<file path="src/rtl/mem_bus_pkg.sv">
// mem_bus_pkg: shared memory-bus types for the cache-to-memory arbiter.
//   XLEN        - address width
//   BUS_COMMAND - bus command encoding (none / load / store)
//   MEM_SIZE    - transfer size encoding
package mem_bus_pkg;

    localparam int XLEN = 32;

    typedef enum logic [1:0] {
        BUS_NONE  = 2'h0,
        BUS_LOAD  = 2'h1,
        BUS_STORE = 2'h2
    } BUS_COMMAND;

    typedef enum logic [1:0] {
        MEM_BYTE   = 2'h0,
        MEM_HALF   = 2'h1,
        MEM_WORD   = 2'h2,
        MEM_DOUBLE = 2'h3
    } MEM_SIZE;

endpackage

</file>
<file path="src/rtl/mem_bus_arb.sv">
// mem_bus_arb: arbitrates a single memory port between an icache (loads only)
// and a dcache (loads and stores), and routes tagged load returns back to
// whichever requester issued them.
//
// Ports
//   clk, rst                      clock, synchronous active-high reset
//   i_command/i_addr/i_size       icache request
//   d_command/d_addr/d_size/d_data dcache request (d_data is store data)
//   i_response, d_response        memory tag accepted for that requester (0 = none)
//   i_rsp_tag/i_rsp_data          load return routed to the icache
//   d_rsp_tag/d_rsp_data          load return routed to the dcache
//   proc2mem_*                    request presented to memory
//   mem2proc_response             tag accepted by memory this cycle (0 = rejected)
//   mem2proc_data/mem2proc_tag    load return from memory
//   orphan_err                    sticky: a return tag arrived with no owner
//
// The dcache may hold the port for up to BURST_LEN consecutive accepted
// transfers while the icache is also requesting; otherwise contests alternate.
module mem_bus_arb
    import mem_bus_pkg::*;
#(
    parameter int unsigned BURST_LEN = 4
) (
    input  logic              clk,
    input  logic              rst,

    input  BUS_COMMAND        i_command,
    input  logic [XLEN-1:0]   i_addr,
    input  MEM_SIZE           i_size,

    input  BUS_COMMAND        d_command,
    input  logic [XLEN-1:0]   d_addr,
    input  MEM_SIZE           d_size,
    input  logic [63:0]       d_data,

    output logic [3:0]        i_response,
    output logic [3:0]        d_response,
    output logic [3:0]        i_rsp_tag,
    output logic [63:0]       i_rsp_data,
    output logic [3:0]        d_rsp_tag,
    output logic [63:0]       d_rsp_data,

    output BUS_COMMAND        proc2mem_command,
    output logic [XLEN-1:0]   proc2mem_addr,
    output MEM_SIZE           proc2mem_size,
    output logic [63:0]       proc2mem_data,

    input  logic [3:0]        mem2proc_response,
    input  logic [63:0]       mem2proc_data,
    input  logic [3:0]        mem2proc_tag,

    output logic              orphan_err
);

    localparam int unsigned CW = (BURST_LEN > 1) ? $clog2(BURST_LEN) : 1;

    typedef enum logic [1:0] {
        GNT_NONE,
        GNT_I,
        GNT_D
    } grant_e;

    typedef enum logic {
        OWN_I = 1'b0,
        OWN_D = 1'b1
    } owner_e;

    // Registered state
    owner_e         last_q, last_d;
    logic [CW-1:0]  burst_q, burst_d;
    logic [15:0]    valid_q, valid_d;   // entry 0 never becomes valid
    owner_e         owner_q [16];
    owner_e         owner_d [16];
    logic           orphan_q, orphan_d;

    grant_e         grant;
    logic           i_req, d_req;
    logic           accepted;
    logic           ret_hit;

    assign i_req = (i_command != BUS_NONE);
    assign d_req = (d_command != BUS_NONE);

    // Grant selection: dcache keeps the port mid-burst, otherwise the
    // requester that did not win the last accepted transfer goes first.
    always_comb begin
        grant = GNT_NONE;
        if (i_req && d_req) begin
            if (burst_q != '0)
                grant = GNT_D;
            else
                grant = (last_q == OWN_I) ? GNT_D : GNT_I;
        end else if (d_req) begin
            grant = GNT_D;
        end else if (i_req) begin
            grant = GNT_I;
        end
    end

    // Memory request mux and acceptance responses
    always_comb begin
        proc2mem_command = BUS_NONE;
        proc2mem_addr    = '0;
        proc2mem_size    = MEM_BYTE;
        proc2mem_data    = '0;
        i_response       = '0;
        d_response       = '0;
        case (grant)
            GNT_I: begin
                proc2mem_command = i_command;
                proc2mem_addr    = i_addr;
                proc2mem_size    = i_size;
                i_response       = mem2proc_response;
            end
            GNT_D: begin
                proc2mem_command = d_command;
                proc2mem_addr    = d_addr;
                proc2mem_size    = d_size;
                proc2mem_data    = d_data;
                d_response       = mem2proc_response;
            end
            default: ;
        endcase
    end

    // Return routing uses the table as it stood before this edge, so a tag
    // re-allocated in the same cycle still delivers to its previous owner.
    assign ret_hit = (mem2proc_tag != '0) && valid_q[mem2proc_tag];

    always_comb begin
        i_rsp_tag  = '0;
        i_rsp_data = '0;
        d_rsp_tag  = '0;
        d_rsp_data = '0;
        if (ret_hit) begin
            if (owner_q[mem2proc_tag] == OWN_I) begin
                i_rsp_tag  = mem2proc_tag;
                i_rsp_data = mem2proc_data;
            end else begin
                d_rsp_tag  = mem2proc_tag;
                d_rsp_data = mem2proc_data;
            end
        end
    end

    assign accepted = (grant != GNT_NONE) && (mem2proc_response != '0);

    // Next-state: last grant, burst counter, owner table, orphan flag
    always_comb begin
        last_d   = last_q;
        burst_d  = burst_q;
        valid_d  = valid_q;
        owner_d  = owner_q;
        orphan_d = orphan_q;

        if (accepted)
            last_d = (grant == GNT_D) ? OWN_D : OWN_I;

        if (accepted && grant == GNT_D)
            burst_d = (burst_q == CW'(BURST_LEN - 1)) ? '0 : burst_q + CW'(1);
        else if (!d_req)
            burst_d = '0;

        // Retire first, then allocate, so allocation of the same tag wins.
        if (mem2proc_tag != '0) begin
            if (valid_q[mem2proc_tag])
                valid_d[mem2proc_tag] = 1'b0;
            else
                orphan_d = 1'b1;
        end

        if (accepted && proc2mem_command == BUS_LOAD) begin
            valid_d[mem2proc_response] = 1'b1;
            owner_d[mem2proc_response] = (grant == GNT_D) ? OWN_D : OWN_I;
        end
    end

    always_ff @(posedge clk) begin
        if (rst) begin
            last_q   <= OWN_I;
            burst_q  <= '0;
            valid_q  <= '0;
            orphan_q <= 1'b0;
            for (int unsigned k = 0; k < 16; k++)
                owner_q[k] <= OWN_I;
        end else begin
            last_q   <= last_d;
            burst_q  <= burst_d;
            valid_q  <= valid_d;
            orphan_q <= orphan_d;
            owner_q  <= owner_d;
        end
    end

    assign orphan_err = orphan_q;

endmodule

</file>
<file path="config.mk">
export PLATFORM = sky130hd
export DESIGN_NAME = mem_bus_arb
export DESIGN_NICKNAME = d
export VERILOG_FILES = /design/src/rtl/mem_bus_pkg.sv /design/src/rtl/mem_bus_arb.sv
export SDC_FILE = /design/constraint.sdc
export NUM_CORES = 1
export LEC_CHECK = 0
export ABC_AREA = 1
export CORE_AREA = 8 8 172 174
export DETAILED_ROUTE_END_ITERATION = 10
export DIE_AREA = 0 0 180 182
export SLEW_MARGIN = 20
export SYNTH_ARGS = -nofsm -noshare
export SYNTH_HDL_FRONTEND = slang
export SYNTH_SLANG_ARGS = --single-unit
</file>
<file path="constraint.sdc">
create_clock -name clk -period 3.61 [get_ports clk]
set_input_delay 0.5415 -clock clk [delete_from_list [all_inputs] [get_ports clk]]
set_output_delay 0.5415 -clock clk [all_outputs]
set_load 0.02 [all_outputs]
</file>
==> impl_results.md <==
- Max_slew headroom: just over 70%
- H-tree depth: 2
- Die ar.: 32800 um^2
- Max IR drop VDD: 0.151 mV
- GR Overflow Total: 0
- CTS Buffer Depth: 2
- Core ar.: about 27000 um^2
- Slew @ Worst Pin: just over 0.4 ns
- Most frequent cells in the layout: nand2_1, clkdlybuf4s50_1, nor2_1
- WL final: 29100 um
- FMAX: ~0.29 GHz
- Met2 Use GR: roughly a third
- Critical R2R Capture: valid_q[14]$_SDFF_PP0_
- Grt met1 use: about 16%
- Slowest stage delay, CP: just over 0.6 ns
- CTS Hold Bufs: 0
- Initial DRC Count: 273
- Worst EP required: about 3 ns
- Final cycle utilization of the critical path: 95.7%
- # rows: 60
- Slowest cell on the critical path: clkdlybuf4s50_1
- First-pass GRT wire length: roughly 43000 um
- Fin util: between 30% and 40%
- Hold Crit Depth: 2
- Clk pin slew, worst setup/hold paths: 0.06 ns
- FF+latch count, synth: 36
- Max Slew Vio Count: 0
- Placed Area: 9480 um^2
- Routed len/inst: 17.3 um
- Max-cap viol count: 0
- Die width: ~180 um
- Seq/Total Area, Yosys: between 10% and 20%
- NumNets Final: about 1500
- Port Buffer Count: roughly 450
- Vias per inst: around 4.2
- Crit-path leading delay family: buffers and inverters
- HP Class: flip-flop to flip-flop
- Pwr dens: 222 nW/um^2
- DP Wirelength: between 20000 and 25000 um
- CTS Sinks: 36
- Status: finished, final reports clean
- Initial antenna violation count: 4
- Commonest non-fill, non-tap cell in the layout: nand2_1
- I/O pin cnt: 455
- Proportion of layout cells with a drive suffix above 1: between 6 and 7%
- Synth Area per Inst: about 4.9 um^2
- Clock root cell: clkbuf_16
- Largest net degree at the start of global routing: 52
- Initial Utilization: 16.4%
- Remaining DRCs: 0
- CP Class: primary input to output port
- Dpl cells: approximately 1700
- Post-Syn Area: 4360 um^2
- Gpl congestion: about 0.81
- Global-route usage over all layers: around 17%
- Worst Setup Start Kind: primary input
- Reg2reg start: burst_q[0]$_SDFFE_PP0P_
- Place WS: -0.0499 ns
- Hold EP: owner_q[15]$_SDFFE_PP0P_
- Number of global-route vias before repair: 6990
- Worst Skew: approximately 0.0033 ns
- Hold Vio Cnt, Final: 0
- Worst Setup End Kind: output port
- Final worst slack: 0.157 ns
- Cells on worst reg2reg path: 15
- CTS tree: yes
- Clock latency on the worst-skew pair: about 0.28 ns
- Setup violations, final: 0
- Min Tclk post-route: ~3.5 ns
- CP Max Fanout: 19
- Post-route cell area: 9960 um^2
- Hold_sp: owner_q[15]$_SDFFE_PP0P_
- Remaining antenna violation count: 0
- Setup TNS: 0 ns
- Buf+Inv Stages, Crit Path: 4
- Die Ht: between 150 and 200 um
- CP cell instances: clkdlybuf4s50_1 > inv_2 > nor2_4 > nand2_1 > o21ai_1 > o21ai_1 > nand2_2 > buf_4 > o21ai_0 > nor2_1 > clkdlybuf4s50_1
- Post-Synthesis Cells: between 800 and 900
- Arr. time, crit path: 2.91 ns
- Syn nets: 1113
- Met3 Usage GRT: between 6 and 7%
- P_leak: 6.56 nW
- First-pass DRT Iterations: 5
- TritonCTS buffer count: 5
- Global route hottest layer: met2
- Vias: 7096
- Fill cell count: ~2900
- R2r setup slk: 0.84 ns
- Ys Warns: 0
- Area delta synth->final: 128%
- Distinct cells, synth: 23
- Post-route insts no fill: 1677
## Yosys cell counts
| master | n | area, um^2 |
|---|---|---|
| nand2_2 | 3 | 18.8 |
| a21oi_1 | 66 | 330 |
| o21ai_0 | 85 | 425 |
| nor2_2 | 2 | 12.5 |
| nand2_1 | 304 | 1140 |
| ha_1 | 5 | 62.6 |
| nor2_4 | 1 | 11.3 |
| o22ai_1 | 1 | 6.26 |
| buf_2 | 13 | 65.1 |
| buf_6 | 5 | 56.3 |
| clkbuf_1 | 39 | 146 |
| a21o_1 | 1 | 7.51 |
| nor2_1 | 179 | 672 |
| o21ai_1 | 5 | 25.0 |
| dfxtp_1 | 36 | 721 |
| o21ai_2 | 1 | 8.76 |
| nor3_1 | 1 | 5.00 |
| nand4_1 | 11 | 68.8 |
| clkbuf_2 | 1 | 5.00 |
| buf_4 | 8 | 60.1 |
| inv_1 | 110 | 413 |
| inv_2 | 2 | 7.51 |
| nand3_1 | 19 | 95.1 |
## cell families after synthesis
| kind of cell | after synthesis | share of synthesized area [%] |
|---|---|---|
| AND/OR/NAND/NOR | 520 | 46.4 |
| AO/OA/AOI/OAI | 159 | 18.4 |
| flip-flops | 36 | 16.5 |
| adder cells (fa/ha/maj) | 5 | 1.43 |
| buffers and inverters | 178 | 17.3 |
## registers in the layout, summed over array words and instances (netlist names)
| name | cells |
|---|---|
| owner_q | 16 |
| valid_q | 16 |
| burst_q | 2 |
| last_q | 1 |
| orphan_err | 1 |
## worst max-delay path by stage
stage,from,endpoint,cells past startpoint
after CTS,mem2proc_tag[0],i_rsp_data[46],13
after floorplan,burst_q[0]$_SDFFE_PP0P_,proc2mem_size[1],10
after global routing,mem2proc_tag[1],d_rsp_data[29],11
final,mem2proc_tag[1],d_rsp_data[29],11
after detailed placement,mem2proc_tag[1],d_rsp_data[45],11
after global placement,mem2proc_tag[1],d_rsp_data[45],11
## what timing repair did
action / 4_1_cts / 5_1_grt
endpoints found under the hold margin: 0 / 0
endpoints found under the setup margin: 4 / 129
cloned: 0 / 0
buffers inserted: 0 / 0
resized for setup: 4 / 127
## layout make-up
class / instances / area, um^2 / area share (%)
Clock inverter: 2 / 10.0 / 0.101
Antenna cell: 4 / 10.0 / 0.101
Clock buffer: 6 / 139 / 1.39
Multi-Input combinational cell: 684 / 2920 / 29.3
Inverter: 112 / 420 / 4.22
Tap cell: 341 / 427 / 4.28
Timing Repair Buffer: 492 / 5320 / 53.4
Sequential cell: 36 / 721 / 7.24
## through the flow
stage          total power [mW]  hold WS (ns)
6_report                   2.21         0.429
5_1_grt                    2.35         0.454
4_1_cts                    2.24         0.434
3_5_place_dp               1.81         0.425
3_3_place_gp               1.80         0.425
2_1_floorplan             0.997         0.403
## report_power, final
part	internal (mW)	switching (mW)	leakage, nW
combinational	0.644	0.722	6.19
sequential	0.406	0.00452	0.291
clock	0.272	0.165	0.0767
total	1.32	0.892	6.56
## routing by layer
layer  up-vias  share of wire (%)
li1       3607                  -
met1      3122                 35
met2       341                 53
met3        26                9.3
met4         0                2.7
met5         -                  0
## worst min-delay path, stage by stage, from the launching register on
cell and delay [ns]:
dfxtp_1 0.30, inv_1 0.06, nor2_1 0.04
Note: power is estimated with default switching activity, not from simulation.
